## config.mk

```make
export PLATFORM = sky130hd
export DESIGN_NAME = if_id_stage
export DESIGN_NICKNAME = d
export VERILOG_FILES = /design/src/rtl/if_id_stage.sv
export SDC_FILE = /design/constraint.sdc
export NUM_CORES = 1
export LEC_CHECK = 0
export ABC_AREA = 1
export CELL_PAD_IN_SITES_DETAIL_PLACEMENT = 1
export CELL_PAD_IN_SITES_GLOBAL_PLACEMENT = 2
export CORE_MARGIN = 5
export CORE_UTILIZATION = 25
export CTS_BUF_LIST = sky130_fd_sc_hd__clkbuf_8
export DETAILED_ROUTE_END_ITERATION = 12
export PLACE_DENSITY_LB_ADDON = 0.1
export SYNTH_ARGS = -nofsm -noshare
export SYNTH_HDL_FRONTEND = slang
export SYNTH_SLANG_ARGS = --single-unit
```

## constraint.sdc

```tcl
create_clock -name clk -period 2.5 [get_ports clk]
set_clock_uncertainty 0.1 [all_clocks]
set_input_delay 0.25 -clock clk [delete_from_list [all_inputs] [get_ports clk]]
set_output_delay 0.25 -clock clk [all_outputs]
set_load 0.05 [all_outputs]
```

## src/rtl/if_id_stage.sv

```systemverilog
// Fetch-to-decode stage: 2-entry skid buffer with immediate-extension pre-decode,
// flush and sticky HALT blocking. Optional id_illegal output under IFID_ILLEGAL_CHECK_EN.
module if_id_stage #(
  parameter logic [15:0] NOP_INSTR = 16'h0800
) (
  input  logic        clk,
  input  logic        rst_n,
  input  logic        if_valid,
  input  logic [15:0] if_instr,
  input  logic [15:0] if_pc_inc,
  output logic        if_ready,
  output logic        id_valid,
  output logic [15:0] id_instr,
  output logic [15:0] id_pc_inc,
  output logic [2:0]  id_ext_sel,
  input  logic        id_ready,
  input  logic        flush,
`ifdef IFID_ILLEGAL_CHECK_EN
  output logic        id_illegal,
`endif
  output logic        halted
);

  // Handshake: a word transfers on an edge where valid & ready are both high;
  // if_ready depends on state only, id_* stay stable while id_valid & ~id_ready.

  function automatic logic [2:0] f_ext_sel(input logic [4:0] op);
    logic [2:0] sel;
    sel = 3'b000;
    casez (op)
      5'b10010:                             sel = 3'b001;
      5'b01000, 5'b01001, 5'b100??:         sel = 3'b010;
      5'b01010, 5'b01011, 5'b101??:         sel = 3'b000;
      5'b011??, 5'b11000, 5'b00101, 5'b00111: sel = 3'b100;
      5'b00100, 5'b00110:                   sel = 3'b110;
      default:                              sel = 3'b000;
    endcase
    return sel;
  endfunction

  logic        r_main_valid;
  logic [15:0] r_main_instr;
  logic [15:0] r_main_pc_inc;
  logic [2:0]  r_main_ext_sel;
  logic        r_skid_valid;
  logic [15:0] r_skid_instr;
  logic [15:0] r_skid_pc_inc;
  logic [2:0]  r_skid_ext_sel;
  logic        r_halted;

  logic       w_accept;
  logic       w_main_free;
  logic       w_main_from_skid;
  logic       w_main_from_in;
  logic       w_skid_from_in;
  logic [2:0] w_in_ext_sel;

  assign if_ready         = ~r_skid_valid & ~r_halted;
  assign w_accept         = if_valid & if_ready;
  assign w_main_free      = ~r_main_valid | id_ready;
  assign w_main_from_skid = ~flush & w_main_free & r_skid_valid;
  assign w_main_from_in   = ~flush & w_main_free & ~r_skid_valid & w_accept;
  // A valid skid implies if_ready=0, so skid only ever fills behind a held main.
  assign w_skid_from_in   = ~flush & w_accept & ~w_main_free;
  assign w_in_ext_sel     = f_ext_sel(if_instr[15:11]);

  always_ff @(posedge clk or negedge rst_n) begin
    if (!rst_n) begin
      r_main_valid   <= 1'b0;
      r_main_instr   <= NOP_INSTR;
      r_main_pc_inc  <= 16'h0000;
      r_main_ext_sel <= 3'b000;
      r_skid_valid   <= 1'b0;
      r_skid_instr   <= NOP_INSTR;
      r_skid_pc_inc  <= 16'h0000;
      r_skid_ext_sel <= 3'b000;
      r_halted       <= 1'b0;
    end else if (flush) begin
      r_main_valid   <= 1'b0;
      r_main_instr   <= NOP_INSTR;
      r_main_pc_inc  <= 16'h0000;
      r_main_ext_sel <= 3'b000;
      r_skid_valid   <= 1'b0;
      r_halted       <= 1'b0;
    end else begin
      if (w_accept && (if_instr[15:11] == 5'b00000)) begin
        r_halted <= 1'b1;
      end
      if (w_main_free) begin
        r_main_valid <= r_skid_valid | w_accept;
      end
      if (w_main_from_skid) begin
        r_main_instr   <= r_skid_instr;
        r_main_pc_inc  <= r_skid_pc_inc;
        r_main_ext_sel <= r_skid_ext_sel;
        r_skid_valid   <= 1'b0;
      end else if (w_main_from_in) begin
        r_main_instr   <= if_instr;
        r_main_pc_inc  <= if_pc_inc;
        r_main_ext_sel <= w_in_ext_sel;
      end
      if (w_skid_from_in) begin
        r_skid_valid   <= 1'b1;
        r_skid_instr   <= if_instr;
        r_skid_pc_inc  <= if_pc_inc;
        r_skid_ext_sel <= w_in_ext_sel;
      end
    end
  end

`ifdef IFID_ILLEGAL_CHECK_EN
  logic r_main_illegal;
  logic r_skid_illegal;
  logic w_in_illegal;

  // Opcodes 111xx carry no ISA assignment.
  assign w_in_illegal = (if_instr[15:13] == 3'b111);

  always_ff @(posedge clk or negedge rst_n) begin
    if (!rst_n) begin
      r_main_illegal <= 1'b0;
      r_skid_illegal <= 1'b0;
    end else if (flush) begin
      r_main_illegal <= 1'b0;
      r_skid_illegal <= 1'b0;
    end else begin
      if (w_main_from_skid) begin
        r_main_illegal <= r_skid_illegal;
      end else if (w_main_from_in) begin
        r_main_illegal <= w_in_illegal;
      end
      if (w_skid_from_in) begin
        r_skid_illegal <= w_in_illegal;
      end
    end
  end

  assign id_illegal = r_main_illegal;
`endif

  assign id_valid   = r_main_valid;
  assign id_instr   = r_main_instr;
  assign id_pc_inc  = r_main_pc_inc;
  assign id_ext_sel = r_main_ext_sel;
  assign halted     = r_halted;

endmodule

```

# [Yosys cells after proc, flatten, opt, wreduce, memory -nomap -nowiden]
# Index checks and enable logic that the tools add are counted.
[word_totals] regBits=73 latch_bits=0 ramBits=0 romBits=0 in_bits=37 out_inout_bits=38 elab_cells=62 n_memories=0
[op_classes] n_addsub=0 multipliers=0 div_mod_pow=0 n_lt_le_gt_ge=0 n_eq_ne=10 shifts=0 muxes=18 bitwise_logic=15 reduce_logical=10
[op_table] cell="$mux 16" n=6
[op_table] cell="$eq 5x3->1 const B" n=4
[op_table] cell="$mux 3" n=4
[op_table] cell="$eq 5x4->1 const B" n=2
[op_table] cell="$eq 5x5->1 const B" n=2
[op_table] cell="$pmux 3 s3" n=1
[op_table] cell="$and 1x1->1" n=8
[op_table] cell="$mux 1" n=7
[op_table] cell="$reduce_bool 3->1" n=2
[op_table] cell="$logic_not 5->1" n=1
[op_table] cell="$not 1->1" n=5
[op_table] cell="$reduce_bool 2->1" n=2
[op_table] cell="$reduce_or 4->1" n=1
[op_table] cell="$eq 3x2->1 const B" n=1
[op_table] cell="$eq 3x3->1 const B" n=1
[op_table] cell="$reduce_or 3->1" n=1
[op_table] cell="$or 1x1->1" n=2
[op_table] cell="$reduce_and 2->1" n=1
[op_table] cell="$reduce_or 2->1" n=1
[op_table] cell="$logic_and 1x1->1" n=1

# [Longest topological paths before layout]
# Gate-level depths: netlist of run 1.
[depth] word_depth=8 ltp_mapped=10 mapped_depth_nobuf=9

# [Worst setup path after synthesis of run 1]
# No wires, ideal clock.
[synth_timing] path_type="reg-to-reg" start="reg r_halted (netlist: halted)" end="reg r_main_instr[0] (netlist: id_instr[0])" setup_ps=65 arrival_time_ps=1871 t_required_ps=2335 setup_slack_ps=464 stages_incl_launch_ff=10 n_path_buf=2 period_less_slack_ps=2036 cell_sequence="dfrtp_1 -> nor2_2 -> nand2_2 -> clkinv_1 -> nand2_1 -> nand2_2 -> buf_6 -> buf_4 -> nand3_1 -> nand2_1"
[synth_between] elab_chain_cells=5
[synth_lines] element="from (decl)" line="49" source="logic r_halted;"
[synth_lines] element="from (signal assigned)" line="77" source="r_halted <= 1'b0;"
[synth_lines] element="from (signal assigned)" line="84" source="r_halted <= 1'b0;"
[synth_lines] element="from (signal assigned)" line="87" source="r_halted <= 1'b1;"
[synth_lines] element="$not 1->1" line="58" source="assign if_ready = ~r_skid_valid & ~r_halted;"
[synth_lines] element="$and 1x1->1" line="58"
[synth_lines] element="via if_ready" line="11" source="output logic if_ready,"
[synth_lines] element="$and 1x1->1" line="59" source="assign w_accept = if_valid & if_ready;"
[synth_lines] element="$and 1x1->1" line="62" source="assign w_main_from_in = ~flush & w_main_free & ~r_skid_valid & w_accept;"
[synth_lines] element="$reduce_bool 3->1 (no line)"
[synth_lines] element="to (signal assigned)" line="93" source="r_main_instr <= r_skid_instr;"
[synth_lines] element="to (signal assigned)" line="98" source="r_main_instr <= if_instr;"
[synth_lines] element="to (decl)" line="42" source="logic [15:0] r_main_instr;"
# The timed path passes the listed nets, and every way through them passes these cells.
# A chain may end at the register's enable or synchronous reset.

# [Worst setup path in the final report of run 1]
[layout_timing] start="reg r_main_instr[11] (netlist: id_instr[11])" end="out id_instr[11]"
[layout_lines] element="to (decl)" line="13" source="output logic [15:0] id_instr,"
# No word-level cell between the ends.

==> results of run 1 <==
[worst min path at each step]
stage                            from                           end  cells after the start
after floorplan                 rst_n            halted$_DFFE_PN0P_                      0
after global placement          rst_n  r_skid_pc_inc[5]$_DFFE_PN0P_                      1
after detailed placement        rst_n  r_skid_pc_inc[5]$_DFFE_PN0P_                      1
after CTS                 if_instr[6]   r_skid_instr[6]$_DFFE_PN0P_                      3
after global routing      if_instr[6]   r_skid_instr[6]$_DFFE_PN0P_                      3
final                           rst_n  r_skid_pc_inc[5]$_DFFE_PN0P_                      2
[power groups by stage]
| stage | Combinational (µW) | Clock (µW) | Sequential (µW) |
|---|---|---|---|
| 2_1_floorplan | 304 | 0 | 1700 |
| 3_3_place_gp | 745 | 0 | 1530 |
| 3_5_place_dp | 760 | 0 | 1540 |
| 4_1_cts | 767 | 1040 | 1520 |
| 5_1_grt | 839 | 1080 | 1550 |
| 6_report | 749 | 988 | 1520 |
[per-layer routing]
metal	wire length, µm	global-route usage	up-vias
met5	0	0	-
met4	74	0.03407	0
met3	397	0.04318	5
met2	4559	0.2038	60
met1	4707	0.1713	1415
li1	-	-	1475
[stage by stage]
| step | setup WS, ps | util | hold WS [ps] | cells | power, µW |
|---|---|---|---|---|---|
| finish | 440.3 | 0.3438 | 349.1 | 700 | 3254 |
| global route | 398.1 | 0.3438 | 346.3 | 700 | 3470 |
| CTS | 405.9 | 0.3438 | 322.8 | 700 | 3324 |
| detailed placement | 323.7 | 0.3274 | 230.3 | 683 | 2303 |
| global placement | 379.4 | 0.3274 | 228.2 | 683 | 2280 |
| floorplan | 464.0 | - | -145.6 | 441 | 2002 |
[registers in the layout, summed over array words and instances (netlist names)]
signal / cells
id_pc_inc: 16
r_skid_instr: 16
halted: 1
id_ext_sel: 3
id_valid: 1
r_skid_valid: 1
r_skid_pc_inc: 16
r_skid_ext_sel: 3
id_instr: 16
[cell usage after synthesis, drive strengths merged]
| master | count |
|---|---|
| a21oi | 19 |
| nand2 | 168 |
| clkinv | 1 |
| dfrtp | 71 |
| nor2 | 57 |
| o21ai | 19 |
| buf | 16 |
| or2 | 1 |
| clkbuf | 3 |
| nand3 | 24 |
| inv | 58 |
| dfstp | 2 |
| nand4 | 2 |
[area by class of cell]
| class | instances | area, µm² |
|---|---|---|
| fillers | 1619 | 8690 |
| inverters | 59 | 221.5 |
| well taps | 176 | 220.2 |
| clock buffers | 12 | 165.2 |
| multi-input cells | 290 | 1209 |
| repair buffers | 86 | 865.8 |
| flip-flops and latches | 73 | 1829 |
| clock inverters | 4 | 42.54 |
[cell families after synthesis]
| family | share of synthesized area |
|---|---|
| AOI/OAI and AO/OA | 0.05638 |
| and+or+nand+nor | 0.3004 |
| buffers and inverters | 0.1009 |
| DFF | 0.5423 |
==> qor.yml, run 1 <==
run_status: "finished, final reports clean"
timing_hold_violations_final: 0
antenna_cells: 0
clock_pin_slew_on_the_worst_setup_and_hold_paths_ps: 80
drt-vias-per-instance: 4.221
critical_path.startpoint: "id_instr[11]$_DFFE_PN1P_"
drive_gt1_frac: 0.07634
post-cts-setup-buffers: 0
synthesis.area_per_instance_um2: 7.649
cell_internal_pwr_uw: 2231
crit_path_end: "id_instr[11]"
mostFrequentLayoutCell: "sky130_fd_sc_hd__nand2_1"
reg2reg_slack_ps: 720
final_max_slew_viol_count: 0
core_mm2: 0.01324
die_height_um: 126.2
rsz0062_at_grt: "false"
total_switching_power_uw: 1023
synth.distinct_cells: 20
rows: 42
die_width_um: 126.2
tritoncts: "yes"
yosys-top-cells-area: "sky130_fd_sc_hd__dfrtp_1, sky130_fd_sc_hd__nand2_1, sky130_fd_sc_hd__inv_1"
crit_path_max_fanout: 2
worst_slew_pin_slew_ps: 656.6
post-route-drc-count: 0
grt_max_degree: 47
synthDominantCellAreaShare: 0.5267
grt_pass1_vias: 3141
reg2reg_depth: 6
synth_seq_area_share: 0.5423
clkSinkCount: 73
final_wl_um: 9739
sw_share: 0.3145
clock_path_buffers: 2
final.period_utilization: 0.8239
gpl.final_weighted_congestion: 0.7660
buffers_added_on_ports: 74
worstSetupStartpointType: "flip-flop"
leakage_power_summed_over_all_cells_uw: 0.002342
crit_path_max_incr_delay_ps: 800
relSlewSlack: 0.5623
die_area_mm2: 0.01592
worstSetupEndpointType: "output pin"
rr_startpoint: "r_skid_valid$_DFFE_PN0P_"
layout.cells.most_common_list: "sky130_fd_sc_hd__nand2_1, sky130_fd_sc_hd__clkdlybuf4s50_1, sky130_fd_sc_hd__dfrtp_1"
post_cts_sizing: 0
detail_route.iter0.violations: 121
area.growth.synth_to_final_pct: 34.98
worstSkewPairLatency_ps: 360
ys_ff_latch: 73
io_pins: 75
postPlaceCellArea_mm2: 0.004335
worst-setup-path-type: "flip-flop to output pin"
finish.net_count: 556
synthCells: 441
seqPwrFrac: 0.466
num_vias: 2955
critPathSlowestCell: "sky130_fd_sc_hd__clkdlybuf4s50_1"
cts_made_buffers: 9
timing.critical_path.max_delay_family: "buffers and inverters"
grtUsageTotal: 0.1294
netlist_area_mm2: 0.003373
clock_tree.htree_level_count: 3
final_area_mm2: 0.004553
drtPass1Iterations: 6
share_comb_of_total_power: 0.230
clockPowerShare: 0.304
path_depth: 1
cp_cell_sequence: "clkdlybuf4s50_1"
setup_viol: 0
regToRegEndpoint: "id_pc_inc[5]$_DFFE_PN0P_"
net_count_after_synthesis: 478
grt_pass1_wl_um: 16300
required_ps: 2150
ys.warnings.count: 0
worst-endpoint-arrival_ps: 1710
crit_buf_inv: 1
root_buffer: "sky130_fd_sc_hd__clkbuf_8"
antenna_left: 0
layout_min_cycle_time_ps: 2060
finalSetupTns_ps: 0
ctsHoldBuffers: 1
route.detailed.wl_per_inst_um: 13.91
gr-total-overflow: 0
maxCapViolCount: 0
power.density_cell_area_mw_per_mm2: 714.6
netlist.top_cell.by_area: "sky130_fd_sc_hd__dfrtp_1"
initial_utilization: 0.2547
achievable_freq_ghz: 0.4855
place_hpwl_um: 6736
ir_worst_vdd_mv: 0.2701
hold_path.class: "input port to asynchronous set/reset pin"
antenna_violations_before_repair: 0
(Power assumes the default switching activity.)
==> run 2: changes to the inputs <==
==> constraint.sdc (replaced) <==
create_clock -name clk -period 2.12 [get_ports clk]
set_clock_uncertainty 0.1 [all_clocks]
set_input_delay 0.212 -clock clk [delete_from_list [all_inputs] [get_ports clk]]
set_output_delay 0.212 -clock clk [all_outputs]
set_load 0.05 [all_outputs]
==> run 2 against run 1 <==
Die area is the same. Via count grew 0.34%. Register-to-register slack lost 290 ps. Non-clock buffer count grew 4. Critical path depth is the same. Clock-buffer cell count shrank 1. Largest cell class unchanged. Routed wire length grew 2.4%. Largest power group unchanged. Worst setup slack lost 340 ps.
==> qor.yml, run 2 (synthesis results as in run 1) <==
run_status: "finished, final reports clean"
die_width_um: 126.2
layout_min_cycle_time_ps: 2017
critPathSlowestCell: "sky130_fd_sc_hd__clkdlybuf4s50_1"
worst-endpoint-arrival_ps: 1700
path_depth: 1
clock_tree.htree_level_count: 3
grt_pass1_vias: 3212
antenna_left: 0
buffers_added_on_ports: 74
area.growth.synth_to_final_pct: 34.76
drt-vias-per-instance: 4.212
final.period_utilization: 0.9513
crit_buf_inv: 1
antenna_cells: 0
initial_utilization: 0.2547
post-route-drc-count: 0
cp_cell_sequence: "clkdlybuf4s50_1"
worst_slew_pin_slew_ps: 702.4
num_vias: 2965
rsz0062_at_grt: "false"
power.density_cell_area_mw_per_mm2: 811.4
total_power_uw: 3688
fillCellCount: 1639
grt_pass1_wl_um: 16700
drtPass1Iterations: 4
cts_made_buffers: 9
layout.cells.most_common_list: "sky130_fd_sc_hd__nand2_1, sky130_fd_sc_hd__clkdlybuf4s50_1, sky130_fd_sc_hd__dfrtp_1"
rows: 42
clock_pin_slew_on_the_worst_setup_and_hold_paths_ps: 80
crit_path_max_incr_delay_ps: 800
setup_viol: 0
worst_slack_ps: 103.2
detail_route.iter0.violations: 106
io_pins: 75
rr_startpoint: "r_skid_valid$_DFFE_PN0P_"
dp_slack_ps: 134.0
tritoncts: "yes"
place_hpwl_um: 6878
clkSinkCount: 73
root_buffer: "sky130_fd_sc_hd__clkbuf_8"
finish.cell_count_without_fillers: 704
timing_hold_violations_final: 0
finalSetupTns_ps: 0
grt_max_degree: 45
gr-total-overflow: 0
route.detailed.wl_per_inst_um: 14.16
register_area_mm2: 0.001829
leakage_power_summed_over_all_cells_uw: 0.002356
worst-setup-path-type: "flip-flop to output pin"
achievable_freq_ghz: 0.4958
maxCapViolCount: 0
post_cts_sizing: 0
worstSetupEndpointType: "output pin"
finish.net_count: 560
die_height_um: 126.2
drive_gt1_frac: 0.07765
die_area_mm2: 0.01592
multi_input_comb_area_mm2: 0.001209
antenna_violations_before_repair: 0
crit_path_max_fanout: 2
required_ps: 1810
ir_worst_vdd_mv: 0.2317
mostFrequentLayoutCell: "sky130_fd_sc_hd__nand2_1"
grtUsageTotal: 0.1325
core_mm2: 0.01324
final_wl_um: 9968
hold_path.class: "input port to asynchronous set/reset pin"
worstSkewPairLatency_ps: 360
final_max_slew_viol_count: 0
critical_path.startpoint: "id_instr[11]$_DFFE_PN1P_"
clock_path_buffers: 2
reg2reg_depth: 7
relSlewSlack: 0.5312
timing.critical_path.max_delay_family: "buffers and inverters"
worstSetupStartpointType: "flip-flop"
gpl.final_weighted_congestion: 0.7213
dpl.cell_count: 687
[run 2: changes by cell type in the layout (fill, tap and decap cells not counted)]
cell / delta
sky130_fd_sc_hd__inv_1: +3
sky130_fd_sc_hd__clkinv_2: -1
sky130_fd_sc_hd__clkbuf_8: -1
sky130_fd_sc_hd__bufinv_16: -1
sky130_fd_sc_hd__buf_4: +4
[run 2: worst paths after layout]
kind / end / slack [ps]
setup / recovery: id_instr[11] / 100
hold / removal: id_pc_inc[7]$_DFFE_PN0P_ / 280
setup reg to reg: id_pc_inc[6]$_DFFE_PN0P_ / 430
hold reg to reg: id_pc_inc[13]$_DFFE_PN0P_ / 370
max in group asynchronous: r_skid_pc_inc[3]$_DFFE_PN0P_ / 1000
min in group clk: r_skid_instr[5]$_DFFE_PN0P_ / 310
[run 2: cell type report]
class	instances	area share
clock buffer	11	0.03331
clock inverter	5	0.004129
inverter	59	0.04872
multi-input combinational	290	0.2659
sequential	73	0.4024
tap	176	0.04844
timing repair buffer	90	0.1971
[run 2: per-layer routing]
layer | global-route usage | part of all wire
met5 | 0 | 0
met2 | 0.2072 | 0.45
met1 | 0.1756 | 0.49
met4 | 0.04921 | 0.016
met3 | 0.03641 | 0.042
[run 2: timing repair]
item,4_1_cts,5_1_grt
endpoints found under the hold margin,33,0
hold buffers,1,0
setup buffers,0,0
[run 2: metrics by stage]
stage	cell area [µm²]	utilization	hold slack [ps]
after global routing	4546	0.3433	294.7
final	4546	0.3433	276.6
after floorplan	3373	-	-183.6
after global placement	4365	0.3296	140.4
after CTS	4546	0.3433	284.6
after detailed placement	4365	0.3296	139.9
[run 2: where the power goes]
| part | internal (µW) | leakage (µW) | switching [µW] |
|---|---|---|---|
| Sequential | 1670 | 0.000913 | 123 |
| Clock | 470 | 0.000106 | 534 |
| Combinational | 330 | 0.00134 | 557 |
